--- config.mk ---
export PLATFORM = sky130hd
export DESIGN_NAME = arduino_cmd_tx
export DESIGN_NICKNAME = d
export VERILOG_FILES = /design/src/rtl/arduino_cmd_tx.sv
export SDC_FILE = /design/constraint.sdc
export NUM_CORES = 1
export LEC_CHECK = 0
export ABC_AREA = 1
export BUFFER_PORTS_ARGS = -buffer_cell sky130_fd_sc_hd__buf_2
export CAP_MARGIN = 20
export CORE_UTILIZATION = 45
export CTS_BUF_LIST = sky130_fd_sc_hd__clkbuf_4 sky130_fd_sc_hd__clkbuf_8
export CTS_CLUSTER_SIZE = 8
export DETAILED_ROUTE_END_ITERATION = 8
export PLACE_DENSITY_LB_ADDON = 0.15
export SLEW_MARGIN = 40
export SYNTH_ARGS = -nofsm -noshare
export SYNTH_HDL_FRONTEND = slang
export SYNTH_SLANG_ARGS = --single-unit
--- constraint.sdc ---
create_clock -name CLOCK_50 -period 4.43 [get_ports CLOCK_50]
set_clock_uncertainty 0.2 [all_clocks]
set_input_delay 0.886 -clock CLOCK_50 [delete_from_list [all_inputs] [get_ports CLOCK_50]]
set_output_delay 0.886 -clock CLOCK_50 [all_outputs]
set_load 0.01 [all_outputs]
--- src/rtl/arduino_cmd_tx.sv ---
// Command transmitter to the whack-a-mole Arduino: 4-deep command FIFO feeding a
// framed 8-bit serial link (frame/clock/data) with acknowledge, timeout and retry.
module arduino_cmd_tx #(
  parameter int CLK_DIV     = 250,
  parameter int ACK_TIMEOUT = 50000,
  parameter int MAX_TRIES   = 3
) (
  input  logic       CLOCK_50,
  input  logic       reset,
  input  logic       cmd_valid,
  output logic       cmd_ready,
  input  logic [1:0] cmd_op,
  input  logic [3:0] cmd_arg,
  output logic       tx_frame,
  output logic       tx_clk,
  output logic       tx_data,
  input  logic       ack_in,
  output logic       busy,
  output logic       timeout_err,
  output logic [7:0] sent_count
);

  localparam int CNT_MAX = (ACK_TIMEOUT > CLK_DIV) ? ACK_TIMEOUT : CLK_DIV;
  localparam int CW      = $clog2(CNT_MAX + 1);
  localparam int TW      = $clog2(MAX_TRIES + 1);

  typedef enum logic [2:0] {IDLE, BIT_LO, BIT_HI, WAIT_ACK, GAP, GAP_RETRY} state_t;

  state_t          state_q, state_d;
  logic [CW-1:0]   cnt_q, cnt_d;
  logic [2:0]      bit_q, bit_d;
  logic [TW-1:0]   tries_q, tries_d;
  logic [7:0]      word_q, word_d;
  logic [7:0]      sent_q, sent_d;
  logic            err_q, err_d;

  logic [3:0][5:0] fifo_q, fifo_d;
  logic [1:0]      wr_ptr_q, wr_ptr_d, rd_ptr_q, rd_ptr_d;
  logic [2:0]      count_q, count_d;

  logic [1:0]      ack_sync_q, ack_sync_d;
  logic            ack_prev_q, ack_prev_d, ack_edge_q, ack_edge_d;

  logic            tx_frame_q, tx_frame_d, tx_clk_q, tx_clk_d, tx_data_q, tx_data_d;

  logic            fifo_full, fifo_empty, push, pop, div_done, to_done;
  logic [5:0]      head;

  assign fifo_full  = (count_q == 3'd4);
  assign fifo_empty = (count_q == 3'd0);
  assign push       = cmd_valid & ~fifo_full;
  assign pop        = (state_q == IDLE) & ~fifo_empty;
  assign head       = fifo_q[rd_ptr_q];
  assign div_done   = (cnt_q == CW'(CLK_DIV - 1));
  assign to_done    = (cnt_q == CW'(ACK_TIMEOUT - 1));

  assign cmd_ready   = ~fifo_full;
  assign busy        = (state_q != IDLE) | ~fifo_empty;
  assign timeout_err = err_q;
  assign sent_count  = sent_q;
  assign tx_frame    = tx_frame_q;
  assign tx_clk      = tx_clk_q;
  assign tx_data     = tx_data_q;

  always_comb begin
    fifo_d   = fifo_q;
    wr_ptr_d = wr_ptr_q;
    rd_ptr_d = rd_ptr_q;
    if (push) begin
      fifo_d[wr_ptr_q] = {cmd_op, cmd_arg};
      wr_ptr_d         = wr_ptr_q + 2'd1;
    end
    if (pop) rd_ptr_d = rd_ptr_q + 2'd1;
    case ({push, pop})
      2'b10:   count_d = count_q + 3'd1;
      2'b01:   count_d = count_q - 3'd1;
      default: count_d = count_q;
    endcase
  end

  // Sync stages plus a registered rising-edge pulse; a held-high ack gives one edge.
  always_comb begin
    ack_sync_d = {ack_sync_q[0], ack_in};
    ack_prev_d = ack_sync_q[1];
    ack_edge_d = ack_sync_q[1] & ~ack_prev_q;
  end

  always_comb begin
    state_d = state_q;
    cnt_d   = cnt_q;
    bit_d   = bit_q;
    tries_d = tries_q;
    word_d  = word_q;
    sent_d  = sent_q;
    err_d   = err_q;
    unique case (state_q)
      IDLE: begin
        if (!fifo_empty) begin
          word_d  = {head, ^head, 1'b1};
          tries_d = TW'(1);
          bit_d   = 3'd7;
          cnt_d   = '0;
          state_d = BIT_LO;
        end
      end
      BIT_LO: begin
        if (div_done) begin
          cnt_d   = '0;
          state_d = BIT_HI;
        end else cnt_d = cnt_q + CW'(1);
      end
      BIT_HI: begin
        if (div_done) begin
          cnt_d = '0;
          if (bit_q == 3'd0) state_d = WAIT_ACK;
          else begin
            bit_d   = bit_q - 3'd1;
            state_d = BIT_LO;
          end
        end else cnt_d = cnt_q + CW'(1);
      end
      WAIT_ACK: begin
        // Ack is checked first so a simultaneous expiry still counts as success.
        if (ack_edge_q) begin
          sent_d  = sent_q + 8'd1;
          cnt_d   = '0;
          state_d = GAP;
        end else if (to_done) begin
          cnt_d = '0;
          if (tries_q < TW'(MAX_TRIES)) begin
            tries_d = tries_q + TW'(1);
            state_d = GAP_RETRY;
          end else begin
            err_d   = 1'b1;
            state_d = GAP;
          end
        end else cnt_d = cnt_q + CW'(1);
      end
      GAP: begin
        if (div_done) begin
          cnt_d   = '0;
          state_d = IDLE;
        end else cnt_d = cnt_q + CW'(1);
      end
      GAP_RETRY: begin
        if (div_done) begin
          cnt_d   = '0;
          bit_d   = 3'd7;
          state_d = BIT_LO;
        end else cnt_d = cnt_q + CW'(1);
      end
      default: state_d = IDLE;
    endcase
  end

  // Line drivers are registered off the current state so the GPIOs never glitch.
  always_comb begin
    tx_frame_d = (state_q == BIT_LO) | (state_q == BIT_HI);
    tx_clk_d   = (state_q == BIT_HI);
    tx_data_d  = tx_frame_d & word_q[bit_q];
  end

  always_ff @(posedge CLOCK_50 or posedge reset) begin
    if (reset) begin
      state_q    <= IDLE;
      cnt_q      <= '0;
      bit_q      <= 3'd7;
      tries_q    <= '0;
      word_q     <= '0;
      sent_q     <= '0;
      err_q      <= 1'b0;
      fifo_q     <= '0;
      wr_ptr_q   <= '0;
      rd_ptr_q   <= '0;
      count_q    <= '0;
      ack_sync_q <= '0;
      ack_prev_q <= 1'b0;
      ack_edge_q <= 1'b0;
      tx_frame_q <= 1'b0;
      tx_clk_q   <= 1'b0;
      tx_data_q  <= 1'b0;
    end else begin
      state_q    <= state_d;
      cnt_q      <= cnt_d;
      bit_q      <= bit_d;
      tries_q    <= tries_d;
      word_q     <= word_d;
      sent_q     <= sent_d;
      err_q      <= err_d;
      fifo_q     <= fifo_d;
      wr_ptr_q   <= wr_ptr_d;
      rd_ptr_q   <= rd_ptr_d;
      count_q    <= count_d;
      ack_sync_q <= ack_sync_d;
      ack_prev_q <= ack_prev_d;
      ack_edge_q <= ack_edge_d;
      tx_frame_q <= tx_frame_d;
      tx_clk_q   <= tx_clk_d;
      tx_data_q  <= tx_data_d;
    end
  end

endmodule

==> results of run 1 <==
[flip-flops by register name, indices dropped and copies added (netlist names), 2 cells and up]
register    cells
cnt_q          16
fifo_q         24
wr_ptr_q        2
count_q         3
bit_q           3
ack_sync_q      2
word_q          8
state_q         3
sent_count      8
tries_q         2
rd_ptr_q        2
[metal layers]
metal  vias up  wire (microns)  track usage (%)
li1       1672               -                -
met1      1482            3780             23.7
met2        68            3580             30.4
met3        13             264             3.29
met4         0             151             7.69
met5         -               0                0
[worst max-delay path, delay by kind of cell (launching register included)]
kind / cells / cell delay [ns]
flops: 1 / 0.52
simple gates: 3 / 0.44
buf+inv: 2 / 0.22
[worst paths after layout]
check	startpoint	endpoint	slack (ns)	cells after the start
hold / removal	ack_sync_q[0]$_DFF_PP0_	ack_sync_q[1]$_DFF_PP0_	0.16	0
setup reg to reg	state_q[1]$_DFFE_PP0P_	count_q[2]$_DFFE_PP0P_	1.93	9
max in group asynchronous	reset	bit_q[2]$_DFFE_PP1P_	2.91	3
min in group asynchronous	reset	cnt_q[8]$_DFFE_PP0P_	0.34	2
hold reg to reg	ack_sync_q[0]$_DFF_PP0_	ack_sync_q[1]$_DFF_PP0_	0.16	0
setup / recovery	state_q[1]$_DFFE_PP0P_	busy	1.81	5
[where the power goes]
group / leakage [nW] / switching, W / internal [W]
Combinational: 1.22 / 0.000265 / 0.000150
Clock: 0.107 / 0.000275 / 0.000326
Sequential: 1.01 / 0.0000734 / 0.000847
[kinds of logic after synthesis]
group	after synthesis	share of synthesized area [%]
XOR/XNOR	20	4.22
buffers and inverters	72	7.24
flip-flops	79	47.8
adder cells (fa/ha/maj)	12	3.80
AO/OA/AOI/OAI	69	9.05
AND/OR/NAND/NOR	261	27.9
[area by class of cell]
type	instances	area [sq um]
clock buffer	10	131
clock inverter	6	92.6
fill	835	4240
inverter	61	234
multi-input combinational	362	1870
sequential	79	1980
tap	108	135
timing repair buffer	24	123
[cell usage after synthesis, types with 4 or more instances]
library cell,instances
ha_1,11
nor3_1,7
dfrtp_1,76
nand4_1,5
buf_2,5
nor2_2,4
nor2_1,38
a21oi_1,10
nand2_1,155
inv_2,6
o21ai_0,47
nor2_4,4
xor2_1,17
inv_1,55
nand3_1,37
[layout by cell type (no fill, tap or decap), types with 4 or more instances in the layout]
cell type	instances
nand2_1	155
dfrtp_1	76
inv_1	54
o21ai_0	47
nor2_1	38
nand3_1	37
buf_2	23
xor2_1	17
ha_1	11
a21oi_1	10
clkbuf_8	9
nor3_1	7
inv_2	6
nand4_1	5
nor2_4	4
nor2_2	4
[through the flow]
step	cell area (sq um)	util, %	instances	setup slack (ns)
3_5_place_dp	4340	49.3	634	1.93
6_report	4560	51.8	650	1.81
3_3_place_gp	4330	49.2	634	1.99
4_1_cts	4560	51.8	650	1.79
2_1_floorplan	4150	-	513	1.33
5_1_grt	4560	51.8	650	1.72
==> impl_results.md, run 1 <==
* Largest net degree at the start of global routing at 50
* Dominant synthesized flop cell: dfrtp_1
* Arrival time worst endpoint at 1.53 ns
* Worst path max stage delay at 0.52 ns
* CTS Root Cell: clkbuf_8
* CP max FO at 8
* Netlist Area Pre-Place at 0.00415 sq mm
* Warning count from the yosys run at 0
* Hpwl dp at 5.66 mm
* Endpoint class of the critical path: output pin
* Total gr overflow at 0
* Initial drt markers at 162
* Core area at 0.00881 sq mm
* Max Freq at 0.382 GHz
* Status: finished with violations
* Slew @ Worst Pin at 0.641 ns
* Post-Syn Instances at 513
* Via density at 4.98
* Startpoint types: flop
* DR WL/cell at 12.0 microns
* Sequence of cells on the critical path: nor2_2 > nand2_2 > nor2_4 > inv_1 > buf_2
* Dominant cell type by area after synthesis: dfrtp_1
* Post-synth EDFFs at 0
* DRC Markers at 2
* Top cell type's share of synthesized area at 45.9%
* CP max stage cell: dfrtp_1
* Layout overhead on the synthesized area at 10.0%
* H-tree lvl count at 3
* Initial antenna violation count at 0
* Setup TNS at 0 ns
* Detail Route Antenna Nets at 0
* Crit share post-route at 59.1%
* Vias post-DR at 3235
* Ant. Diodes at 0
* Worst hold slack at 0.164 ns
* Final wirelength at 7.78 mm
* Post-CTS Resized at 0
* Distinct cells, synth at 36
* Power, Total at 0.00194 W
* RSZ-0062 raised after global routing: false
* Crit path kind: flop to output pin
* Slew headroom at 57.3%
* Max-slew violations at 0
* Failing checks: design-rule violations
* Worst VDD drop at 248 uV
* Final min period at 2.62 ns
* First-pass GRT wire length at 14.2 mm
* Share of cells above drive strength 1 at 13.3%
* Vias in the first global route at 3238
* CTS tree: built
* Net count after synthesis at 535
* Gr usage total at 18.3%
* CP Data Required Time at 3.34 ns
* Clock sinks at 79
* Average size of a mapped cell at 8.08 sq um
* Clock transition at path regs at 0.08 ns
* Hold WC Path Type: flop to flop
* Die height at 98.0 microns
* CTS Buffer Depth at 2
* Port Buf Inserts at 23
* Gpl congestion at 0.863
* Pwr dens at 425 mW/mm^2
* Final Hold Fails at 0
* DR pass1 iterations at 6
* CTS Buf Count at 9
* Die Span X at 98.0 microns
* Max Cap Viol at 0
* Synth area leaders: dfrtp_1 46%, nand2_1 14%, o21ai_0 5.7%
* Nets at 559
* Initial Util at 47.1%
* Final setup vio count at 0
* Sequential area share after synthesis at 47.8%
* Async S/R FF share, synth at 100%
* Clock latency on the worst-skew pair at 0.35 ns
* Post-CTS Setup Inserts at 0
* Leak pwr at 2.33 nW
* Cts-stage hold buffer count at 0
* Die area at 0.00960 sq mm
* Io pins at 24
* #FFs+latches synth at 79
* # rows at 34
Power figures use the tool's default switching activity.
==> inputs of run 2 (changes only) <==
--- a/config.mk
+++ b/config.mk
@@ -5,7 +5,7 @@
 export SDC_FILE = /design/constraint.sdc
 export NUM_CORES = 1
 export LEC_CHECK = 0
-export ABC_AREA = 1
+export ABC_AREA = 0
 export BUFFER_PORTS_ARGS = -buffer_cell sky130_fd_sc_hd__buf_2
 export CAP_MARGIN = 20
 export CORE_UTILIZATION = 45
==> constraint.sdc (replaced) <==
create_clock -name CLOCK_50 -period 2.67 [get_ports CLOCK_50]
set_clock_uncertainty 0.2 [all_clocks]
set_input_delay 0.534 -clock CLOCK_50 [delete_from_list [all_inputs] [get_ports CLOCK_50]]
set_output_delay 0.534 -clock CLOCK_50 [all_outputs]
set_load 0.01 [all_outputs]
==> run 2 against run 1 <==
Effect of this change: the run now ends clean; area after synthesis fell by 5.4%; power rose by 69%; worst setup slack got worse by 1.6 ns; via count fell by 25%; combinational power rose by 83%; clock power rose by 61%; sequential share of layout area rose by 1.7 points; synthesized cell count fell by 37%; hold slack got worse by 0.16 ns; first-iteration DRC count fell by 34%; sequential cell count did not move; die area fell by 5.3%; largest cell class unchanged; largest power group unchanged.
==> impl_results.md, run 2 <==
* Detail Route Antenna Nets at 0 (unchanged)
* Vias in the first global route at 2451 (was 3238)
* Post-layout util at 52.6% (was 51.8%)
* Startpoint types: flop (unchanged)
* Async S/R FF share, synth at 100% (unchanged)
* CTS Buf Count at 9 (unchanged)
* Vias post-DR at 2435 (was 3235)
* Max reg flops at 24 (unchanged)
* Final wirelength at 6.93 mm (was 7.78 mm)
* Top cell type's share of synthesized area at 48.5% (was 45.9%)
* Synth area leaders: dfrtp_1 48%, mux2_2 8.3%, xnor2_1 5.4% (was dfrtp_1 46%, nand2_1 14%, o21ai_0 5.7%)
* Hpwl dp at 5.01 mm (was 5.66 mm)
* RSZ-0062 raised after global routing: false (unchanged)
* Status: finished, final reports clean (was finished with violations)
* Ant. Diodes at 0 (unchanged)
* Crit path kind: flop to output pin (unchanged)
* Total gr overflow at 0 (unchanged)
* DRC Markers at 0 (was 2)
* Share of cells above drive strength 1 at 29.1% (was 13.3%)
* Port Buf Inserts at 23 (unchanged)
* Dominant cell type by area after synthesis: dfrtp_1 (unchanged)
* Compound-Gate Fraction of Synth Area at 5.26% (was 9.05%)
* Most frequent cells in the layout: 76 x dfrtp_1, 29 x mux2_2, 26 x nor2_1 (was 155 x nand2_1, 76 x dfrtp_1, 54 x inv_1)
* Worst hold slack at 0.00305 ns (was 0.164 ns)
* Net count after synthesis at 344 (was 535)
* Distinct cells, synth at 57 (was 36)
* Adder-cell share of the synthesized area at 4.02% (was 3.80%)
* Clock sinks at 79 (unchanged)
* Gr usage total at 17.4% (was 18.3%)
* Worst VDD drop at 489 uV (was 248 uV)
* Top reg by flops: fifo_q (unchanged)
* CTS Buffer Depth at 2 (unchanged)
* Pwr dens at 747 mW/mm^2 (was 425 mW/mm^2)
* Largest regs: fifo_q: 24 flops, cnt_q: 16 flops (unchanged)
* Post-synthesis xor/xnor area fraction at 7.97% (was 4.22%)
* Netlist Area Pre-Place at 0.00392 sq mm (was 0.00415 sq mm)
* Crit share post-route at 91.4%
* Endpoint class of the critical path: output pin (unchanged)
* # rows at 33 (was 34)
* DR pass1 iterations at 4 (was 6)
* Most frequent cell after synthesis: dfrtp_1 (was nand2_1)
* Leak pwr at 1.98 nW (was 2.33 nW)
* Max Freq at 0.410 GHz
* Clock latency on the worst-skew pair at 0.35 ns (about the same)
* Post-CTS Setup Inserts at 0 (unchanged)
* H-tree lvl count at 3 (unchanged)
* Initial antenna violation count at 0 (unchanged)
* Cts-stage hold buffer count at 0 (unchanged)
* # fillers at 765 (was 835)
* Slew @ Worst Pin at 0.493 ns (was 0.641 ns)
* Die height at 95.4 microns (was 98.0 microns)
* Commonest non-fill, non-tap cell in the layout: dfrtp_1 (was nand2_1)
* Initial drt markers at 107 (was 162)
* First-pass GRT wire length at 11.9 mm (was 14.2 mm)
* Core area at 0.00834 sq mm (was 0.00881 sq mm)
* Worst Reg-to-Reg Cells at 10 (was 9)
* CTS tree: built (unchanged)
* Gpl congestion at 0.785 (was 0.863)
* Slew headroom at 67.0% (was 57.3%)
* #FFs+latches synth at 79 (unchanged)
* Io pins at 24 (unchanged)
* Simple logic cell fraction of the synthesized area at 14.4% (was 27.9%)
* Warning count from the yosys run at 0 (unchanged)
* Final Hold Fails at 0 (unchanged)
* Sequential area share after synthesis at 50.5% (was 47.8%)
* Final worst setup slack at 0.230 ns (was 1.81 ns)
* Pre-CTS WS at 0.392 ns (was 1.93 ns)
* CP Data Required Time at 1.94 ns (was 3.34 ns)
* DR WL/cell at 15.0 microns (was 12.0 microns)
* Post-CTS Resized at 0 (unchanged)
* Post-synth EDFFs at 0 (unchanged)
* Post-Syn Instances at 322 (was 513)
* Max Cap Viol at 0 (unchanged)
* Die area at 0.00909 sq mm (was 0.00960 sq mm)
* Largest net degree at the start of global routing at 59 (was 50)
* Final min period at 2.44 ns
* Die Span X at 95.4 microns (was 98.0 microns)
* Dominant synthesized flop cell: dfrtp_1 (unchanged)
* Clock transition at path regs at 0.08 ns (about the same)
* Mux share of post-synthesis cell area at 14.8% (was 0%)
* Layout overhead on the synthesized area at 11.9% (was 10.0%)
* CP max FO at 4 (was 8)
* Via density at 5.26 (was 4.98)
* Max-slew violations at 0 (unchanged)
* Initial Util at 47.0% (was 47.1%)
* Synth cell count leaders: 76 x dfrtp_1, 29 x mux2_2, 26 x nor2_1 (was 155 x nand2_1, 76 x dfrtp_1, 55 x inv_1)
* Average size of a mapped cell at 12.2 sq um (was 8.08 sq um)
* Largest family of logic cells by synthesized area: multiplexers (was simple AND/OR/NAND/NOR gates)
* Arrival time worst endpoint at 1.71 ns (was 1.53 ns)
* Hold WC Path Type: input pin to asynchronous set/reset pin (was flop to flop)
* CTS Root Cell: clkbuf_8 (unchanged)
* Nets at 375 (was 559)
* Setup TNS at 0 ns (unchanged)
* Final setup vio count at 0 (unchanged)
-- run 2: power breakdown --
group	internal [W]	switching, W	leakage, nW
clock	0.000555	0.000414	0.115
sequential	0.00143	0.000121	0.988
combinational	0.000438	0.000323	0.881
total	0.00242	0.000859	1.98
-- run 2: through the flow --
| step | std cells | power, W | cell area (sq um) |
|---|---|---|---|
| floorplan | 322 | 0.00218 | 3930 |
| global placement | 447 | 0.00231 | 4170 |
| detailed placement | 447 | 0.00235 | 4170 |
| CTS | 463 | 0.00333 | 4390 |
| global route | 463 | 0.00348 | 4390 |
| finish | 463 | 0.00328 | 4390 |
-- run 2: critical path: stages (launching register included) --
cell and delay [ns]:
dfrtp_1 0.42, or3_1 0.53, nor2_4 0.19, inv_1 0.08, buf_2 0.14
-- run 2: area by class of cell --
type | count | area [sq um] | share of cell area (%)
Sequential cell | 79 | 1980 | 45.1
Clock inverter | 4 | 70.1 | 1.60
Timing Repair Buffer | 30 | 180 | 4.10
Inverter | 15 | 60.1 | 1.37
Clock buffer | 12 | 146 | 3.34
Tap cell | 105 | 131 | 2.99
Multi-Input combinational cell | 218 | 1820 | 41.5
-- run 2: kinds of logic after synthesis --
kind of cell,count (synthesis)
muxes,44
xor gates and xnor gates,34
buffers and inverters,25
adders and majority gates,12
AOI/OAI and AO/OA,26
DFF,79
and+or+nand+nor,102
-- run 2: worst paths after layout --
kind / start / to / slack [ns]
max in group asynchronous: reset / bit_q[1]$_DFFE_PP1P_ / 1.57
worst min-delay path: reset / cnt_q[7]$_DFFE_PP0P_ / 0.003
worst max-delay path: count_q[2]$_DFFE_PP0P_ / busy / 0.23
min in group CLOCK_50: ack_in / ack_sync_q[0]$_DFF_PP0_ / 0.09
worst min register to register: ack_sync_q[0]$_DFF_PP0_ / ack_sync_q[1]$_DFF_PP0_ / 0.17
worst max register to register: count_q[0]$_DFFE_PP0P_ / count_q[2]$_DFFE_PP0P_ / 0.42
-- run 2: routing by layer --
| metal | vias up | wire [microns] | GRT usage (%) |
|---|---|---|---|
| li1 | 1193 | - | - |
| met1 | 1203 | 3340 | 23.4 |
| met2 | 30 | 3260 | 26.7 |
| met3 | 9 | 192 | 3.35 |
| met4 | 0 | 139 | 8.71 |
| met5 | - | 0 | 0 |
==> inputs of run 3 (changes only) <==
--- a/config.mk
+++ b/config.mk
@@ -5,14 +5,14 @@
 export SDC_FILE = /design/constraint.sdc
 export NUM_CORES = 1
 export LEC_CHECK = 0
-export ABC_AREA = 0
+export ABC_AREA = 1
 export BUFFER_PORTS_ARGS = -buffer_cell sky130_fd_sc_hd__buf_2
 export CAP_MARGIN = 20
 export CORE_UTILIZATION = 45
 export CTS_BUF_LIST = sky130_fd_sc_hd__clkbuf_4 sky130_fd_sc_hd__clkbuf_8
 export CTS_CLUSTER_SIZE = 8
 export DETAILED_ROUTE_END_ITERATION = 8
-export PLACE_DENSITY_LB_ADDON = 0.15
+export PLACE_DENSITY_LB_ADDON = 0.2
 export SLEW_MARGIN = 40
 export SYNTH_ARGS = -nofsm -noshare
 export SYNTH_HDL_FRONTEND = slang
==> run 3 against run 2 <==
Effect of this change: the run now ends with design-rule violations left; first-iteration DRC count grew 52%; combinational power shrank 7.0%; maximum frequency grew 6.3%; routed wire length grew 17%; die area grew 5.6%; global-route usage grew 1.5 points; sequential cell count is the same; non-clock buffer count is the same; critical endpoint is now count_q[2]$_DFFE_PP0P_; largest power group unchanged; count of clock-buffer cells in the layout shrank 2; worst setup slack gained 0.14 ns; via count grew 35%.
==> impl_results.md, run 3 (same netlist as run 1, synthesis figures left out) <==
* Vias post-DR at 3292 (was 2435)
* CTS Buf Count at 9 (unchanged)
* Initial Util at 47.1% (was 47.0%)
* Pwr dens at 681 mW/mm^2 (was 747 mW/mm^2)
* H-tree lvl count at 3 (unchanged)
* Post-CTS Resized at 0 (unchanged)
* First-pass GRT wire length at 14.6 mm (was 11.9 mm)
* Top reg by flops: fifo_q (unchanged)
* Layout overhead on the synthesized area at 11.8% (was 11.9%)
* Clock sinks at 79 (unchanged)
* Final instance area at 0.00464 sq mm (was 0.00439 sq mm)
* Status: finished with violations (was finished, final reports clean)
* Startpoint types: flop (unchanged)
* Detail Route Antenna Nets at 0 (unchanged)
* Worst hold path endpoint: ack_sync_q[0]$_DFF_PP0_
* Largest regs: fifo_q: 24 flops, cnt_q: 16 flops (unchanged)
* Post-CTS Setup Inserts at 0 (unchanged)
* CTS Buffer Depth at 2 (unchanged)
* CTS tree: built (unchanged)
* Post-Place Cell Area at 0.00439 sq mm (was 0.00417 sq mm)
* DR WL/cell at 12.3 microns (was 15.0 microns)
* FF-to-FF Start: state_q[1]$_DFFE_PP0P_ (was count_q[0]$_DFFE_PP0P_)
* Gr usage total at 18.9% (was 17.4%)
* RSZ-0062 raised after global routing: false (unchanged)
* Final Hold Fails at 0 (unchanged)
* Worst path most repeated cell: nor2_2
* Clock latency on the worst-skew pair at 0.35 ns (about the same)
* Worst Reg-to-Reg Cells at 9 (was 10)
* Multi-input gate area at 0.00187 sq mm (was 0.00182 sq mm)
* Sequence of cells on the critical path: nor2_2 > nand2_2 > nor2_2 > ha_1 > inv_1 > fa_1 > a21oi_1 > o21ai_0 > xor2_1 (was or3_1 > nor2_4 > inv_1 > buf_2)
* Hold WC Path Type: input pin to flop (was input pin to asynchronous set/reset pin)
* CP max stage cell: dfrtp_1 (was or3_1)
* Max-slew violations at 0 (unchanged)
* GRT met2 Usage at 31.5% (was 26.7%)
* Final wirelength at 8.08 mm (was 6.93 mm)
* Initial drt markers at 163 (was 107)
* DR pass1 iterations at 6 (was 4)
* CP Data Required Time at 2.70 ns (was 1.94 ns)
* Internal reg-to-reg setup slack at 0.37 ns (was 0.42 ns)
* Total gr overflow at 0 (unchanged)
* Final setup vio count at 0 (unchanged)
* GR Util met3 at 4.15% (was 3.35%)
* Commonest non-fill, non-tap cell in the layout: nand2_1 (was dfrtp_1)
* Gpl congestion at 0.819 (was 0.785)
* Failing checks: design-rule violations
* Endpoint class of the critical path: flop (was output pin)
* Hpwl dp at 5.86 mm (was 5.01 mm)
* Die area at 0.00960 sq mm (was 0.00909 sq mm)
* Max Cap Viol at 0 (unchanged)
* Via density at 5.02 (was 5.26)
* CP max FO at 8 (was 4)
* Die height at 98.0 microns (was 95.4 microns)
* Core area at 0.00881 sq mm (was 0.00834 sq mm)
* Final min period at 2.30 ns (was 2.44 ns)
* Leak pwr at 2.37 nW (was 1.98 nW)
* Setup TNS at 0 ns (unchanged)
* Slew headroom at 72.4% (was 67.0%)
* Max Freq at 0.436 GHz (was 0.410 GHz)
* # fillers at 856 (was 765)
* Met1 Usage GRT at 24.5% (was 23.4%)
* Worst reg2reg endpoint: count_q[2]$_DFFE_PP0P_ (unchanged)
* Max reg flops at 24 (unchanged)
* Vias in the first global route at 3239 (was 2451)
* Share of cells above drive strength 1 at 14.1% (was 29.1%)
* Die Span X at 98.0 microns (was 95.4 microns)
* Cts-stage hold buffer count at 0 (unchanged)
* CTS Root Cell: clkbuf_8 (unchanged)
* Ant. Diodes at 0 (unchanged)
* DRC Markers at 2 (was 0)
* Crit share post-route at 86.0% (was 91.4%)
* Clock transition at path regs at 0.08 ns (about the same)
* # rows at 34 (was 33)
* Most Crowded Layer GR: met2 (unchanged)
* Nets at 565 (was 375)
* Slew @ Worst Pin at 0.411 ns (was 0.493 ns)
* Port Buf Inserts at 23 (unchanged)
* Io pins at 24 (unchanged)
* Worst path max stage delay at 0.52 ns (was 0.53 ns)
* Most frequent cells in the layout: 155 x nand2_1, 76 x dfrtp_1, 54 x inv_1 (was 76 x dfrtp_1, 29 x mux2_2, 26 x nor2_1)
* Crit path kind: flop to flop (was flop to output pin)
* Register area at 0.00198 sq mm (unchanged)
* Arrival time worst endpoint at 2.32 ns (was 1.71 ns)
* Hold wc startpoint: ack_in
* Initial antenna violation count at 0 (unchanged)
* Worst VDD drop at 401 uV (was 489 uV)
* Min-Delay Path Depth at 1
* Largest net degree at the start of global routing at 36 (was 59)
[run 3: cell count changes in the layout (fill, tap and decap cells not counted), moves of 4 or more]
cell,change
a21oi_1,+4
inv_1,+40
inv_2,+6
mux2_2,-29
mux2i_1,-4
mux4_2,-8
nand2_1,+134
nand3_1,+30
nor2_1,+12
nor4_1,-4
o21ai_0,+44
xnor2_1,-21
xor2_1,+9
[run 3: power by group]
part           internal, W  switching [W]
clock network     0.000462       0.000455
logic             0.000259       0.000448
registers          0.00141       0.000125
[run 3: final cells by class]
class,count,share of cell area [%]
clock buffers,10,2.97
clock inverters,6,1.48
well taps,108,2.91
repair buffers,30,4.64
multi-input cells,362,40.2
flip-flops and latches,79,42.7
inverters,61,5.02
[run 3: layer usage]
metal / up-vias / wire length, microns
li1: 1685 / -
met1: 1530 / 3860
met2: 68 / 3770
met3: 9 / 318
met4: 0 / 125
met5: - / 0
[run 3: worst max path at each step]
stage | from | end | slack (ns) | cells past startpoint
floorplan | state_q[1]$_DFFE_PP0P_ | count_q[2]$_DFFE_PP0P_ | 0.40 | 10
global placement | state_q[1]$_DFFE_PP0P_ | count_q[2]$_DFFE_PP0P_ | 0.49 | 9
detailed placement | state_q[1]$_DFFE_PP0P_ | count_q[2]$_DFFE_PP0P_ | 0.40 | 9
CTS | state_q[1]$_DFFE_PP0P_ | busy | 0.37 | 5
global route | state_q[1]$_DFFE_PP0P_ | count_q[2]$_DFFE_PP0P_ | 0.23 | 9
finish | state_q[1]$_DFFE_PP0P_ | count_q[2]$_DFFE_PP0P_ | 0.37 | 9
[run 3: worst max-delay path, delay by kind of cell (launching register included)]
kind	cells	cell delay, ns
fa+ha+maj	2	0.54
buf+inv	1	0.07
compound gates	2	0.27
flops	1	0.52
xor+xnor	1	0.16
simple gates	3	0.42
[run 3: metrics by stage]
stage / utilization, % / hold slack, ns / worst slack [ns] / total power, W / std cells
after detailed placement: 49.9 / 0.137 / 0.402 / 0.00225 / 638
after CTS: 52.2 / 0.0607 / 0.367 / 0.00318 / 654
after global routing: 52.6 / 0.0565 / 0.230 / 0.00342 / 656
after floorplan: - / 0.131 / 0.401 / 0.00208 / 513
final: 52.6 / 0.0799 / 0.374 / 0.00316 / 656
after global placement: 49.9 / 0.136 / 0.489 / 0.00222 / 638
